$ cat src/rtl/led_seq_pkg.sv
// Shared definitions for the LED pattern sequencer: phase encoding, mode
// encoding and the pattern generator that turns sequencer state into LEDs.
package led_seq_pkg;

  typedef enum logic [2:0] {
    FILL_L  = 3'd0,
    DRAIN_L = 3'd1,
    BLINK   = 3'd2,
    FILL_R  = 3'd3,
    DRAIN_R = 3'd4
  } phase_t;

  localparam logic [1:0] MODE_SHOW  = 2'd0;
  localparam logic [1:0] MODE_LBAR  = 2'd1;
  localparam logic [1:0] MODE_BLINK = 2'd2;
  localparam logic [1:0] MODE_RBAR  = 2'd3;

  // n is in 0..32; n == 32 must yield all ones without relying on shift overflow.
  function automatic logic [31:0] low_mask(input logic [5:0] n);
    if (n >= 6'd32) return '1;
    return (32'd1 << n) - 32'd1;
  endfunction

  function automatic logic [31:0] led_pattern(input phase_t     ph,
                                              input logic [5:0] k,
                                              input logic       blink_on,
                                              input logic [5:0] width);
    logic [31:0] pat;
    pat = '0;
    case (ph)
      FILL_L, DRAIN_L: pat = low_mask(k);
      BLINK:           pat = blink_on ? low_mask(width) : '0;
      FILL_R, DRAIN_R: pat = low_mask(k) << (width - k);
      default:         pat = '0;
    endcase
    return pat;
  endfunction

endpackage

$ cat src/rtl/led_pattern_seq_step_timer.sv
// Step timer: counts enabled cycles and pulses TICK on the last cycle of each
// DIV-cycle step period.
module step_timer #(
  parameter int unsigned DIV = 1
) (
  input  logic CLOCK,
  input  logic RESET,
  input  logic EN,
  output logic TICK
);

  localparam int TW = (DIV > 1) ? $clog2(DIV) : 1;
  localparam logic [TW-1:0] TERM = TW'(DIV - 1);

  logic [TW-1:0] cnt;

  assign TICK = EN && (cnt == TERM);

  always_ff @(posedge CLOCK) begin
    if (RESET) begin
      cnt <= '0;
    end else if (EN) begin
      if (cnt == TERM) cnt <= '0;
      else             cnt <= cnt + 1'b1;
    end
  end

endmodule

$ cat src/rtl/led_pattern_seq.sv
// LED pattern sequencer: walks fill/drain/blink phases selected by MODE,
// advancing one pattern per timer tick and flagging each loop restart on WRAP.
module led_pattern_seq
  import led_seq_pkg::*;
#(
  parameter int unsigned WIDTH  = 8,
  parameter int unsigned DIV    = 1,
  parameter int unsigned BLINKS = 2
) (
  input  logic             CLOCK,
  input  logic             RESET,
  input  logic             EN,
  input  logic [1:0]       MODE,
  output logic [WIDTH-1:0] LED,
  output logic             WRAP
);

  localparam int KW = $clog2(WIDTH + 1);
  localparam logic [KW-1:0] K_FULL = KW'(WIDTH);
  localparam logic [KW-1:0] K_ONE  = KW'(1);
  localparam logic [3:0]    B_LAST = 4'(BLINKS - 1);

  logic          tick;
  logic [1:0]    mode_r;
  phase_t        phase, phase_n, phase_f, phase_d;
  logic [KW-1:0] k, k_n, k_f, k_d;
  logic          blink_on, bon_n, bon_f, bon_d;
  logic [3:0]    bcnt, bcnt_n, bcnt_d;
  logic          at_end;
  logic [WIDTH-1:0] led_d;

  step_timer #(.DIV(DIV)) u_timer (
    .CLOCK (CLOCK),
    .RESET (RESET),
    .EN    (EN),
    .TICK  (tick)
  );

  // First pattern of the mode currently presented on MODE.
  always_comb begin
    phase_f = FILL_L;
    k_f     = K_ONE;
    bon_f   = 1'b0;
    case (MODE)
      MODE_BLINK: begin
        phase_f = BLINK;
        k_f     = '0;
        bon_f   = 1'b1;
      end
      MODE_RBAR: phase_f = FILL_R;
      default: ;
    endcase
  end

  always_comb begin
    phase_n = phase;
    k_n     = k;
    bon_n   = blink_on;
    bcnt_n  = bcnt;
    at_end  = 1'b0;
    case (phase)
      FILL_L: begin
        if (k == K_FULL) begin
          phase_n = DRAIN_L;
          k_n     = k - K_ONE;
        end else begin
          k_n = k + K_ONE;
        end
      end
      DRAIN_L: begin
        if (k == '0) begin
          if (mode_r == MODE_LBAR) begin
            at_end = 1'b1;
          end else begin
            phase_n = BLINK;
            bon_n   = 1'b1;
            bcnt_n  = '0;
          end
        end else begin
          k_n = k - K_ONE;
        end
      end
      BLINK: begin
        if (blink_on) begin
          bon_n = 1'b0;
        end else if (bcnt == B_LAST) begin
          if (mode_r == MODE_BLINK) begin
            at_end = 1'b1;
          end else begin
            phase_n = FILL_R;
            k_n     = K_ONE;
          end
        end else begin
          bon_n  = 1'b1;
          bcnt_n = bcnt + 4'd1;
        end
      end
      FILL_R: begin
        if (k == K_FULL) begin
          phase_n = DRAIN_R;
          k_n     = k - K_ONE;
        end else begin
          k_n = k + K_ONE;
        end
      end
      DRAIN_R: begin
        if (k == '0) at_end = 1'b1;
        else         k_n    = k - K_ONE;
      end
      default: at_end = 1'b1;
    endcase
    if (at_end) begin
      phase_n = phase_f;
      k_n     = k_f;
      bon_n   = bon_f;
      bcnt_n  = '0;
    end
  end

  // Reset and loop restart both land on the first pattern of MODE.
  always_comb begin
    phase_d = RESET ? phase_f : phase_n;
    k_d     = RESET ? k_f     : k_n;
    bon_d   = RESET ? bon_f   : bon_n;
    bcnt_d  = RESET ? 4'd0    : bcnt_n;
    led_d   = WIDTH'(led_pattern(phase_d, 6'(k_d), bon_d, 6'(WIDTH)));
  end

  always_ff @(posedge CLOCK) begin
    if (RESET) begin
      mode_r   <= MODE;
      phase    <= phase_d;
      k        <= k_d;
      blink_on <= bon_d;
      bcnt     <= bcnt_d;
      LED      <= led_d;
      WRAP     <= 1'b0;
    end else begin
      WRAP <= tick && at_end;
      if (tick) begin
        phase    <= phase_d;
        k        <= k_d;
        blink_on <= bon_d;
        bcnt     <= bcnt_d;
        LED      <= led_d;
        if (at_end) mode_r <= MODE;
      end
    end
  end

endmodule

$ cat config.mk
export PLATFORM = sky130hd
export DESIGN_NAME = led_pattern_seq
export DESIGN_NICKNAME = d
export VERILOG_FILES = /design/src/rtl/led_seq_pkg.sv /design/src/rtl/led_pattern_seq_step_timer.sv /design/src/rtl/led_pattern_seq.sv
export SDC_FILE = /design/constraint.sdc
export NUM_CORES = 1
export LEC_CHECK = 0
export BUFFER_PORTS_ARGS = -buffer_cell sky130_fd_sc_hd__buf_2
export CAP_MARGIN = 20
export CORE_ASPECT_RATIO = 0.5
export CORE_MARGIN = 10
export CORE_UTILIZATION = 55
export CTS_CLUSTER_SIZE = 10
export DETAILED_ROUTE_END_ITERATION = 12
export GPL_TIMING_DRIVEN = 1
export PLACE_DENSITY = 0.8
export SYNTH_ARGS = -nofsm -noshare
export SYNTH_HDL_FRONTEND = slang
export SYNTH_SLANG_ARGS = --single-unit
$ cat constraint.sdc
create_clock -name CLOCK -period 12.7 [get_ports CLOCK]
set_input_delay 1.27 -clock CLOCK [delete_from_list [all_inputs] [get_ports CLOCK]]
set_output_delay 1.27 -clock CLOCK [all_outputs]
set_load 0.005 [all_outputs]
==> reports/qor_table.md, run 1 <==
| Stage | Quantity | This run |
|:---|:---|:---|
| clock network | TritonCTS clock tree | yes |
| synthesis | Area of the mapped netlist | 2510 µm² |
| placement | Number of buffers inserted by port buffering | 13 |
| setup path | Series of cell instances along the critical path | inv_1, ha_1, nor3b_2, o22a_1, or3_1, nor3_2, a21oi_2, inv_2, nor2_1, ha_1, o21ai_0, ha_1, nand2b_1, o21ai_0, nor2_1, and3_1, a211oi_2, o221ai_1, o311a_1, a2111o_1 |
| layout | Synth-to-layout area growth | 1.44% |
| clock network | Number of cells upsized or downsized after cts | 0 |
| drt | Number of design rule violations left after detail routing | 0 |
| grt | Tot GR Track Use | 14.3% |
| die | Initial Util | 57.0% |
| setup path | Largest incremental delay on the critical path | 0.69 ns |
| clock network | Number of buffers on the longest clock path | 2 |
| drt | Routed wire length per instance | 17.0 µm |
| synthesis | Number of distinct library cells after synthesis | 81 |
| power and ir drop | Combinational group share of total power | 63.2% |
| sta | Worst-case clock skew | 0.00809 ns |
| job | Number of violations of the max-capacitance limit | 0 |
| drt | Overall routed net length | 5.79 mm |
| run status | Run status | finished clean |
| layout | Filler Cells Inserted | 373 |
| hold path | Worst Hold Class | reg -> reg |
| placement | Placed instance count | 336 |
| die | Die outline height | 67.8 µm |
| sta | Setup repair after global routing missed its margin | no |
| layout | Layout Cells excl Fill | 340 |
| grt | Initial antenna violation count | 0 |
| setup path | Most used cell, CP | ha_1 |
| synthesis | Commonest cells in the synthesized netlist | nor2_1, edfxtp_1, o21ai_0 |
| power and ir drop | Fraction of power consumed by sequential logic | 27.4% |
| grt | Number of global-route vias before repair | 1948 |
| setup path | Highest net fanout along the worst path | 21 |
| clock network | Clock latency of the later-clocked register in the worst-skew pair | 0.27 ns |
| power and ir drop | Leakage component of the power | 0.979 nW |
| layout | Final antenna diode count | 0 |
| die | Floorplan core area | 4400 µm² |
| setup path | Nature of the critical path startpoint | flop |
| synthesis | Synthesized netlist cell count | 283 |
| sta | Worst Max-Slew Pin Slew | 0.842 ns |
| setup path | Arrival time of the worst setup path | 5.53 ns |
| die | Row cnt | 17 |
| layout | Layout cells sized above 1 | 17.3% |
| sta | Share of the clock period used by the worst path | 43.4% |
| die | Die ar. | 7830 µm² |
| setup path | Critical Setup Path Class | reg -> reg |
| power and ir drop | Worst VDD drop | 0.102 mV |
| layout | Post-route cell area | 2550 µm² |
| synthesis | Average footprint of a synthesized cell | 8.87 µm² |
| placement | Post-DP HPWL | 4.36 mm |
| drt | Initial DRC Count | 243 |
| grt | Pin count of the biggest net entering global routing | 25 |
| clock network | Count of buffers added by post-CTS timing repair for setup | 0 |
| sta | Final Setup Violations | 0 |
| clock network | Clock slew seen by the registers of the worst setup and hold paths | 0.09 ns |
| power and ir drop | Internal power | 0.259 mW |
| sta | Total negative slack for setup checks | 0 ns |
| drt | Initial DRT Pass Iterations | 5 |
| sta | Final hold viol count | 0 |
| synthesis | Fraction of post-synthesis cell area in the top cell type by area | 26.3% |
| synthesis | Sequential area share after synthesis | 27.1% |
| drt | Via total after detailed routing | 2236 |
| grt | First-pass GRT wire length | 9.27 mm |
| setup path | Capturing element type of the critical path | flop |
| placement | Post-place instance area | 2500 µm² |
| die | Boundary Pins | 14 |
| sta | Max-Slew Margin vs Limit | 43.6% |
| setup path | Slowest stage cell on the critical path | or3_1 |
| power and ir drop | Power per standard cell area | 192 nW/µm² |
| synthesis | Net Count, Synth | 297 |
| clock network | Root Buffer Master | clkbuf_8 |
| power and ir drop | Proportion of power drawn by the clock network | 9.4% |
| clock network | Total number of H-tree levels | 1 |
| sta | WHS | 0.676 ns |
| synthesis | Synth top area cells | edfxtp_1, nor2_1, buf_6 |
| synthesis | Synthesis warning total | 0 |
| placement | Routability cong. | 0.906 |
| die | Die Span X | 116 µm |
| sta | Time the worst path needs with I/O delays and setup | 5.51 ns |
| setup path | Worst EP required | 12.72 ns |
| grt | Grt total ovfl | 0 |
| sta | Max Freq | 181 MHz |
| sta | Final Slew Violations | 0 |
| synthesis | Leading register cell type out of synthesis | edfxtp_1 |
| drt | Antenna Violating Nets Remaining | 0 |
| power and ir drop | Sw Share | 46.9% |
| clock network | CTS hold repair buffers | 0 |
| synthesis | Post-synthesis register bit count | 23 |
| power and ir drop | Psw | 0.229 mW |
| clock network | Clock Sink Count | 23 |
| drt | Avg Vias per Cell | 6.58 |
| synthesis | Dominant cell type by area after synthesis | edfxtp_1 |
| layout | Final #Nets | 298 |
| clock network | Number of buffers added by the clock tree synthesis step | 3 |
| synthesis | Post-synth EDFFs | 22 |
| synthesis | Most common cell in the netlist | nor2_1 |
| synthesis | Async S/R FF share, synth | 0% |
==> layout make-up <==
class                           count  area, µm²  share of cell area [%]
Inverter                           11       41.3                    1.62
Clock inverter                      1       5.00                   0.196
Sequential cell                    23        681                    26.7
Multi-Input combinational cell    232       1640                    64.5
Clock buffer                        3       41.3                    1.62
Timing Repair Buffer               13       65.1                    2.55
Tap cell                           57       71.3                    2.80
==> final timing paths <==
| check | cells past startpoint | to | startpoint | slack, ns |
|---|---|---|---|---|
| worst min register to register | 2 | bcnt[1]$_SDFFCE_PP0N_ | bcnt[1]$_SDFFCE_PP0N_ | 0.68 |
| worst max register to register | 20 | LED[6]$_SDFFCE_PN0N_ | k[0]$_DFFE_PN_ | 7.19 |
| worst min-delay path | 2 | bcnt[1]$_SDFFCE_PP0N_ | bcnt[1]$_SDFFCE_PP0N_ | 0.68 |
| worst max-delay path | 20 | LED[6]$_SDFFCE_PN0N_ | k[0]$_DFFE_PN_ | 7.19 |
==> cells in the final DEF, fill, tap and decap left out, types with 4 or more instances in the layout <==
master    synthesis  routed
nand2_1          13      13
nor2_1           37      37
o21ai_1           4       4
o21ai_0          15      15
a21oi_1          11      11
edfxtp_1         22      22
and2_1            5       5
nor2b_1           7       7
ha_1              9       9
a211oi_1          4       4
a21o_1            4       4
nor3_1            9       9
buf_2             3      13
nand3_1           7       7
nand2b_1         12      12
inv_1            10      10
==> sequential cells by signal, summed over array words and instances (netlist names) <==
| signal | flops |
|---|---|
| WRAP | 1 |
| LED | 8 |
| mode_r | 2 |
| blink_on | 1 |
| phase | 3 |
| bcnt | 4 |
| k | 4 |
==> logic make-up (layout without fill, tap and decap cells) <==
logic type	count (synthesis)	after routing	share of synthesized area, %
adder cells (fa/ha/maj)	9	9	4.48
XOR/XNOR	2	2	0.698
flip-flops	23	23	27.1
buffers and inverters	28	28	7.47
AND/OR/NAND/NOR	121	121	27.7
multiplexers	4	4	1.69
AO/OA/AOI/OAI	96	96	30.9
==> power by group through the flow <==
stage	clock network [mW]	logic, mW	registers, mW
finish	0.0461	0.308	0.134
floorplan	0	0.261	0.124
global route	0.0500	0.335	0.137
CTS	0.0459	0.303	0.133
detailed placement	0	0.302	0.135
global placement	0	0.296	0.134
==> worst max-delay path, delay by kind of cell (launching register included) <==
| kind | cells | cell delay [ns] |
|---|---|---|
| DFF | 1 | 0.51 |
| adders and majority gates | 3 | 0.89 |
| buffers and inverters | 2 | 0.24 |
| AOI/OAI and AO/OA | 8 | 1.68 |
| and+or+nand+nor | 7 | 1.91 |
==> metal layers <==
metal  routed length, µm  GRT usage, %  vias up
met1                2540          18.9     1042
met2                2730          23.4      104
met4                  95          6.43        0
li1                    -             -     1077
met5                   0             0        -
met3                 421          1.50       13
==> through the flow <==
stage | util (%) | setup slack, ns | total power [mW]
global route | 57.9 | 6.73 | 0.522
global placement | 56.8 | 7.47 | 0.430
CTS | 57.9 | 7.26 | 0.482
finish | 57.9 | 7.19 | 0.488
floorplan | - | 8.09 | 0.384
detailed placement | 56.8 | 7.28 | 0.436
Note: power is estimated with default switching activity, not from simulation.
==> inputs of run 2 (changes only) <==
Settings changed: ABC_AREA set to 1, PLACE_DENSITY 0.8 to 0.83.
Clock period 12.7 ns to 4.7 ns, I/O delays scaled along.
==> reports/qor_table.md, run 2 <==
| Stage | Quantity | This run |
|:---|:---|:---|
| placement | Post-DP HPWL | 4.04 mm |
| synthesis | Dominant cell type by area after synthesis | edfxtp_1 |
| placement | Placed instance count | 395 |
| layout | Final antenna diode count | 0 |
| grt | Number of global-route vias before repair | 2020 |
| setup path | Crit path buf inv count | 3 |
| drt | Routed wire length per instance | 12.8 µm |
| synthesis | Async S/R FF share, synth | 0% |
| die | Row cnt | 16 |
| drt | Initial DRC Count | 180 |
| synthesis | Most common cell in the netlist | nand2_1 |
| hold path | Worst Hold Class | in -> reg |
| sta | Time the worst path needs with I/O delays and setup | 3.58 ns |
| synthesis | Post-synth EDFFs | 22 |
| drt | Antenna Violating Nets Remaining | 0 |
| synthesis | Sequential area share after synthesis | 30.7% |
| setup path | Highest net fanout along the worst path | 9 |
| grt | Pin count of the biggest net entering global routing | 22 |
| setup path | Cell family with most CP delay | simple AND/OR/NAND/NOR gates |
| synthesis | Synth top area cells | edfxtp_1, nand2_1, nand3_1 |
| clock network | CTS hold repair buffers | 0 |
| synthesis | Synthesized netlist cell count | 332 |
| setup path | Largest incremental delay on the critical path | 0.49 ns |
| synthesis | Average footprint of a synthesized cell | 6.68 µm² |
| layout | Layout cells sized above 1 | 13.9% |
| synthesis | Post-synthesis register bit count | 23 |
| sta | Setup repair after global routing missed its margin | no |
| clock network | Count of buffers added by post-CTS timing repair for setup | 0 |
| die | Die ar. | 7130 µm² |
| synthesis | Net Count, Synth | 346 |
| layout | Commonest non-fill, non-tap cell in the layout | nand2_1 |
| setup path | Slowest stage cell on the critical path | edfxtp_1 |
| die | Boundary Pins | 14 |
| placement | Number of buffers inserted by port buffering | 13 |
| setup path | Most used cell, CP | nand2_1 |
| die | Initial Util | 57.1% |
| placement | Routability cong. | 0.894 |
| setup path | Critical Setup Path Class | reg -> reg |
| clock network | Clock slew seen by the registers of the worst setup and hold paths | 0.09 ns |
| synthesis | Commonest cells in the synthesized netlist | nand2_1, nand3_1, inv_1 |
| sta | Final Setup Violations | 0 |
| power and ir drop | Power per standard cell area | 488 nW/µm² |
| job | Number of violations of the max-capacitance limit | 0 |
| drt | Avg Vias per Cell | 5.53 |
| sta | Worst-case clock skew | 0.00933 ns |
| synthesis | Fraction of post-synthesis cell area in the top cell type by area | 29.8% |
| drt | Overall routed net length | 5.09 mm |
| drt | Number of design rule violations left after detail routing | 0 |
| clock network | Number of cells upsized or downsized after cts | 0 |
| power and ir drop | Leakage component of the power | 1.21 nW |
| grt | Initial antenna violation count | 0 |
| clock network | Number of buffers on the longest clock path | 2 |
| clock network | Clock Sink Count | 23 |
| layout | Synth-to-layout area growth | 7.22% |
| clock network | Root Buffer Master | clkbuf_8 |
| clock network | Number of buffers added by the clock tree synthesis step | 3 |
| layout | Filler Cells Inserted | 363 |
| clock network | Clock latency of the later-clocked register in the worst-skew pair | 0.27 ns |
| setup path | Count of cell instances traversed by the critical path | 21 |
| sta | Share of the clock period used by the worst path | 76.1% |
| setup path | Worst EP required | 4.73 ns |
| setup path | Nature of the critical path startpoint | flop |
| synthesis | Number of distinct library cells after synthesis | 33 |
| drt | Initial DRT Pass Iterations | 5 |
| grt | First-pass GRT wire length | 8.94 mm |
| die | Die Span X | 110 µm |
| die | Floorplan core area | 3880 µm² |
| setup path | Arrival time of the worst setup path | 3.61 ns |
| die | Die outline height | 64.9 µm |
| layout | Leading cell types in the layout, fill and taps excluded | nand2_1, nand3_1, inv_1 |
| sta | Final Slew Violations | 0 |
| clock network | Total number of H-tree levels | 1 |
| sta | Total negative slack for setup checks | 0 ns |
| hold path | Hold Crit Depth | 1 |
| placement | Pre-CTS setup slack | 1.17 ns |
| run status | Run status | finished clean |
| sta | Final setup slack of the worst path | 1.12 ns |
| setup path | Series of cell instances along the critical path | inv_1, ha_1, nand2_1, nand2_1, nand2_2, nand3_4, nand3_1, nand2_4, inv_2, ha_1, nand3_1, ha_1, inv_1, nor2_1, nand3_1, nand3_1, nand2_1, nand2_1, nand3_1, nand2_1, nand2_1 |
| clock network | TritonCTS clock tree | yes |
| sta | Worst Max-Slew Pin Slew | 0.518 ns |
| layout | Regs by FF count | LED (8), bcnt (4), k (4) |
| grt | Tot GR Track Use | 14.7% |
| setup path | Depth of the worst register-to-register path | 21 |
| power and ir drop | Worst VDD drop | 0.223 mV |
| drt | Via total after detailed routing | 2207 |
| power and ir drop | Final Power | 1.16 mW |
| synthesis | Synthesis warning total | 0 |
| layout | Final #Nets | 360 |
| sta | Final hold viol count | 0 |
| sta | Max Freq | 280 MHz |
| synthesis | Leading register cell type out of synthesis | edfxtp_1 |
| synthesis | Area of the mapped netlist | 2220 µm² |
| layout | Layout Cells excl Fill | 399 |
| setup path | Capturing element type of the critical path | flop |
| layout | Largest Register | LED |
| grt | Grt total ovfl | 0 |
| sta | Max-Slew Margin vs Limit | 65.4% |
| layout | Flip-flop count of the largest register, all copies and words added | 8 |
-- run 2: power breakdown --
| part | total [mW] | switching [mW] | internal, mW |
|---|---|---|---|
| logic | 0.698 | 0.462 | 0.236 |
| clock network | 0.128 | 0.0684 | 0.0593 |
| registers | 0.335 | 0.0381 | 0.297 |
-- run 2: worst paths after layout --
check | slack (ns) | from | to
setup / recovery | 1.12 | k[0]$_DFFE_PN_ | LED[7]$_SDFFCE_PN0N_
hold / removal | 0.38 | MODE[0] | mode_r[0]$_DFFE_PP_
setup reg to reg | 1.12 | k[0]$_DFFE_PN_ | LED[7]$_SDFFCE_PN0N_
hold reg to reg | 0.70 | bcnt[3]$_SDFFCE_PP0N_ | bcnt[3]$_SDFFCE_PP0N_
-- run 2: layout make-up --
type / instances / area, µm² / share of cell area (%)
multi-input cells: 255 / 1330 / 55.8
flip-flops and latches: 23 / 681 / 28.6
repair buffers: 13 / 65.1 / 2.74
inverters: 50 / 193 / 8.10
well taps: 54 / 67.6 / 2.84
clock buffers: 3 / 41.3 / 1.74
clock inverters: 1 / 5.00 / 0.210
-- run 2: per-layer routing --
| metal | GRT usage [%] | wire, µm |
|---|---|---|
| met5 | 0 | 0 |
| met2 | 25.4 | 2480 |
| met4 | 3.23 | 43 |
| met3 | 2.66 | 292 |
| met1 | 18.7 | 2280 |
-- run 2: stage by stage --
stage	area [µm²]	hold slack, ns	utilization, %
4_1_cts	2380	0.372	61.2
3_3_place_gp	2330	0.653	60.1
5_1_grt	2380	0.375	61.2
6_report	2380	0.379	61.2
3_5_place_dp	2330	0.663	60.1
2_1_floorplan	2220	0.569	-
-- run 2: logic make-up (layout without fill, tap and decap cells) --
group                      count (synthesis)  after routing  synth area share [%]
AOI/OAI and AO/OA                         41             41                  10.6
xor gates and xnor gates                   3              3                  1.52
adders and majority gates                  9              9                  5.08
buffers and inverters                     54             67                  9.53
DFF                                       23             23                  30.7
and+or+nand+nor                          202            202                  42.6
==> inputs of run 3 (changes only) <==
Settings changed: PLACE_DENSITY 0.83 to 0.8.
Clock period 4.7 ns to 3.5 ns, I/O delays scaled along.
==> reports/qor_table.md, run 3 (synthesis gave the netlist of run 2 again) <==
| Stage | Quantity | This run |
|:---|:---|:---|
| sta | Max Freq | 308 MHz |
| setup path | Reg-to-reg setup timing slack | 0.26 ns |
| setup path | Depth of the worst register-to-register path | 22 |
| sta | Final Slew Violations | 0 |
| setup path | Worst setup endpoint | LED[6]$_SDFFCE_PN0N_ |
| clock network | Number of buffers added by the clock tree synthesis step | 3 |
| grt | Initial antenna violation count | 0 |
| sta | Share of the clock period used by the worst path | 92.6% |
| job | Number of violations of the max-capacitance limit | 0 |
| layout | Leading cell types in the layout, fill and taps excluded | nand2_1, inv_1, nand3_1 |
| setup path | Reg2Reg Capture Point | LED[6]$_SDFFCE_PN0N_ |
| drt | Initial DRC Count | 120 |
| grt | Tot GR Track Use | 14.8% |
| drt | Highest routed metal layer | met4 |
| clock network | CTS hold repair buffers | 0 |
| placement | Pre-CTS setup slack | 0.135 ns |
| drt | Overall routed net length | 5.13 mm |
| layout | Largest Register | LED |
| die | Floorplan core area | 3880 µm² |
| hold path | Launch point of the worst hold path | MODE[0] |
| die | Die Span X | 110 µm |
| clock network | Clock Sink Count | 23 |
| setup path | Worst reg2reg startpoint | phase[1]$_DFFE_PN_ |
| drt | Initial DRT Pass Iterations | 5 |
| setup path | Critical path startpoint | phase[1]$_DFFE_PN_ |
| placement | Post-DP HPWL | 4.08 mm |
| sta | Max-Slew Margin vs Limit | 66.5% |
| power and ir drop | Power per standard cell area | 653 nW/µm² |
| drt | Routed wire length on met3 | 287 µm |
| die | Row cnt | 16 |
| run status | Run status | finished clean |
| placement | Routability cong. | 0.906 |
| clock network | Root Buffer Master | clkbuf_8 |
| sta | Final hold viol count | 0 |
| layout | Commonest non-fill, non-tap cell in the layout | nand2_1 |
| layout | Flip-flop count of the largest register, all copies and words added | 8 |
| setup path | Nature of the critical path startpoint | flop |
| clock network | Clock slew seen by the registers of the worst setup and hold paths | 0.08 ns |
| grt | Number of global-route vias before repair | 1990 |
| drt | Via total after detailed routing | 2179 |
| die | Die outline height | 64.9 µm |
| drt | Number of design rule violations left after detail routing | 0 |
| layout | Final antenna diode count | 0 |
| drt | Metal2 WL | 2.45 mm |
| hold path | Worst Hold Class | in -> reg |
| drt | Avg Vias per Cell | 5.42 |
| clock network | Clock latency of the later-clocked register in the worst-skew pair | 0.26 ns |
| drt | Routed wire length per instance | 12.7 µm |
| sta | Final setup slack of the worst path | 0.257 ns |
| sta | Total negative slack for setup checks | 0 ns |
| grt | Pin count of the biggest net entering global routing | 22 |
| layout | Layout cells sized above 1 | 16.1% |
| layout | Synth-to-layout area growth | 9.48% |
| power and ir drop | Leakage component of the power | 1.23 nW |
| placement | Number of buffers inserted by port buffering | 13 |
| drt | Antenna Violating Nets Remaining | 0 |
| setup path | Arrival time of the worst setup path | 3.27 ns |
| clock network | TritonCTS clock tree | yes |
| grt | Grt total ovfl | 0 |
| layout | Core occupancy in the finished layout | 62.5% |
| clock network | Total number of H-tree levels | 1 |
| setup path | Highest net fanout along the worst path | 10 |
| clock network | Number of buffers on the longest clock path | 2 |
| die | Initial Util | 57.1% |
| setup path | Critical Setup Path Class | reg -> reg |
| drt | Met1 layer wirelength in the final routing | 2.36 mm |
| layout | Final #Nets | 363 |
| die | Die ar. | 7130 µm² |
| sta | Worst Max-Slew Pin Slew | 0.503 ns |
| sta | Time the worst path needs with I/O delays and setup | 3.24 ns |
| power and ir drop | Worst VDD drop | 0.328 mV |
| sta | Worst-case clock skew | 0.00439 ns |
| sta | Final Setup Violations | 0 |
| layout | Regs by FF count | LED (8), bcnt (4), k (4) |
| setup path | Capturing element type of the critical path | flop |
| grt | First-pass GRT wire length | 8.90 mm |
| setup path | Worst EP required | 3.53 ns |
| die | Boundary Pins | 14 |
-- run 3: power breakdown --
part / leakage, nW / switching, mW / internal (mW) / total, mW
registers: 0.242 / 0.0447 / 0.399 / 0.444
clock network: 0.0255 / 0.0864 / 0.0795 / 0.166
logic: 0.962 / 0.637 / 0.339 / 0.976
-- run 3: what timing repair did --
item,4_1_cts,5_1_grt
buffers inserted,0,1
setup endpoints to repair,0,5
endpoints found under the hold margin,0,0
gates resized for setup,0,6
-- run 3: layout make-up --
cell class	count	area, µm²
fill	377	1460
sequential	23	681
tap	54	67.6
timing repair buffer	16	87.6
clock inverter	1	5.00
clock buffer	3	41.3
multi-input combinational	255	1350
inverter	50	193
-- run 3: routing by layer --
metal  global-route usage, %  up-vias
met5                       0        -
met1                    19.2      982
li1                        -     1129
met2                    25.1       64
met4                    3.06        0
met3                    2.47        4
-- run 3: worst min path at each step --
stage	to	slack (ns)	cells after the start
global route	mode_r[0]$_DFFE_PP_	0.26	1
finish	mode_r[0]$_DFFE_PP_	0.27	1
CTS	mode_r[0]$_DFFE_PP_	0.26	1
detailed placement	mode_r[0]$_DFFE_PP_	0.54	1
floorplan	mode_r[0]$_DFFE_PP_	0.45	0
global placement	mode_r[0]$_DFFE_PP_	0.54	1
-- run 3: stage by stage --
step	instances	hold slack, ns	cell area (µm²)	power [mW]
CTS	401	0.261	2390	1.56
global placement	397	0.542	2350	1.37
global route	402	0.258	2430	1.75
floorplan	332	0.449	2220	1.17
finish	402	0.268	2430	1.59
detailed placement	397	0.543	2350	1.39
-- run 3: worst max-delay path: stages (launching register included) --
cell and delay (ns):
edfxtp_1 0.48, nor2_2 0.20, inv_2 0.05, nand2_1 0.13, nand2_1 0.09, nand2_2 0.10, nand3_4 0.14, inv_4 0.18
nand2_2 0.09, nand2_4 0.11, inv_2 0.09, ha_1 0.24, nand3_1 0.16, ha_4 0.19, inv_1 0.04, nor2_1 0.12
nand3_1 0.13, nand3_1 0.10, nand2_1 0.07, a21oi_1 0.12, nand2_1 0.07, nand2_1 0.05, nand2_1 0.04
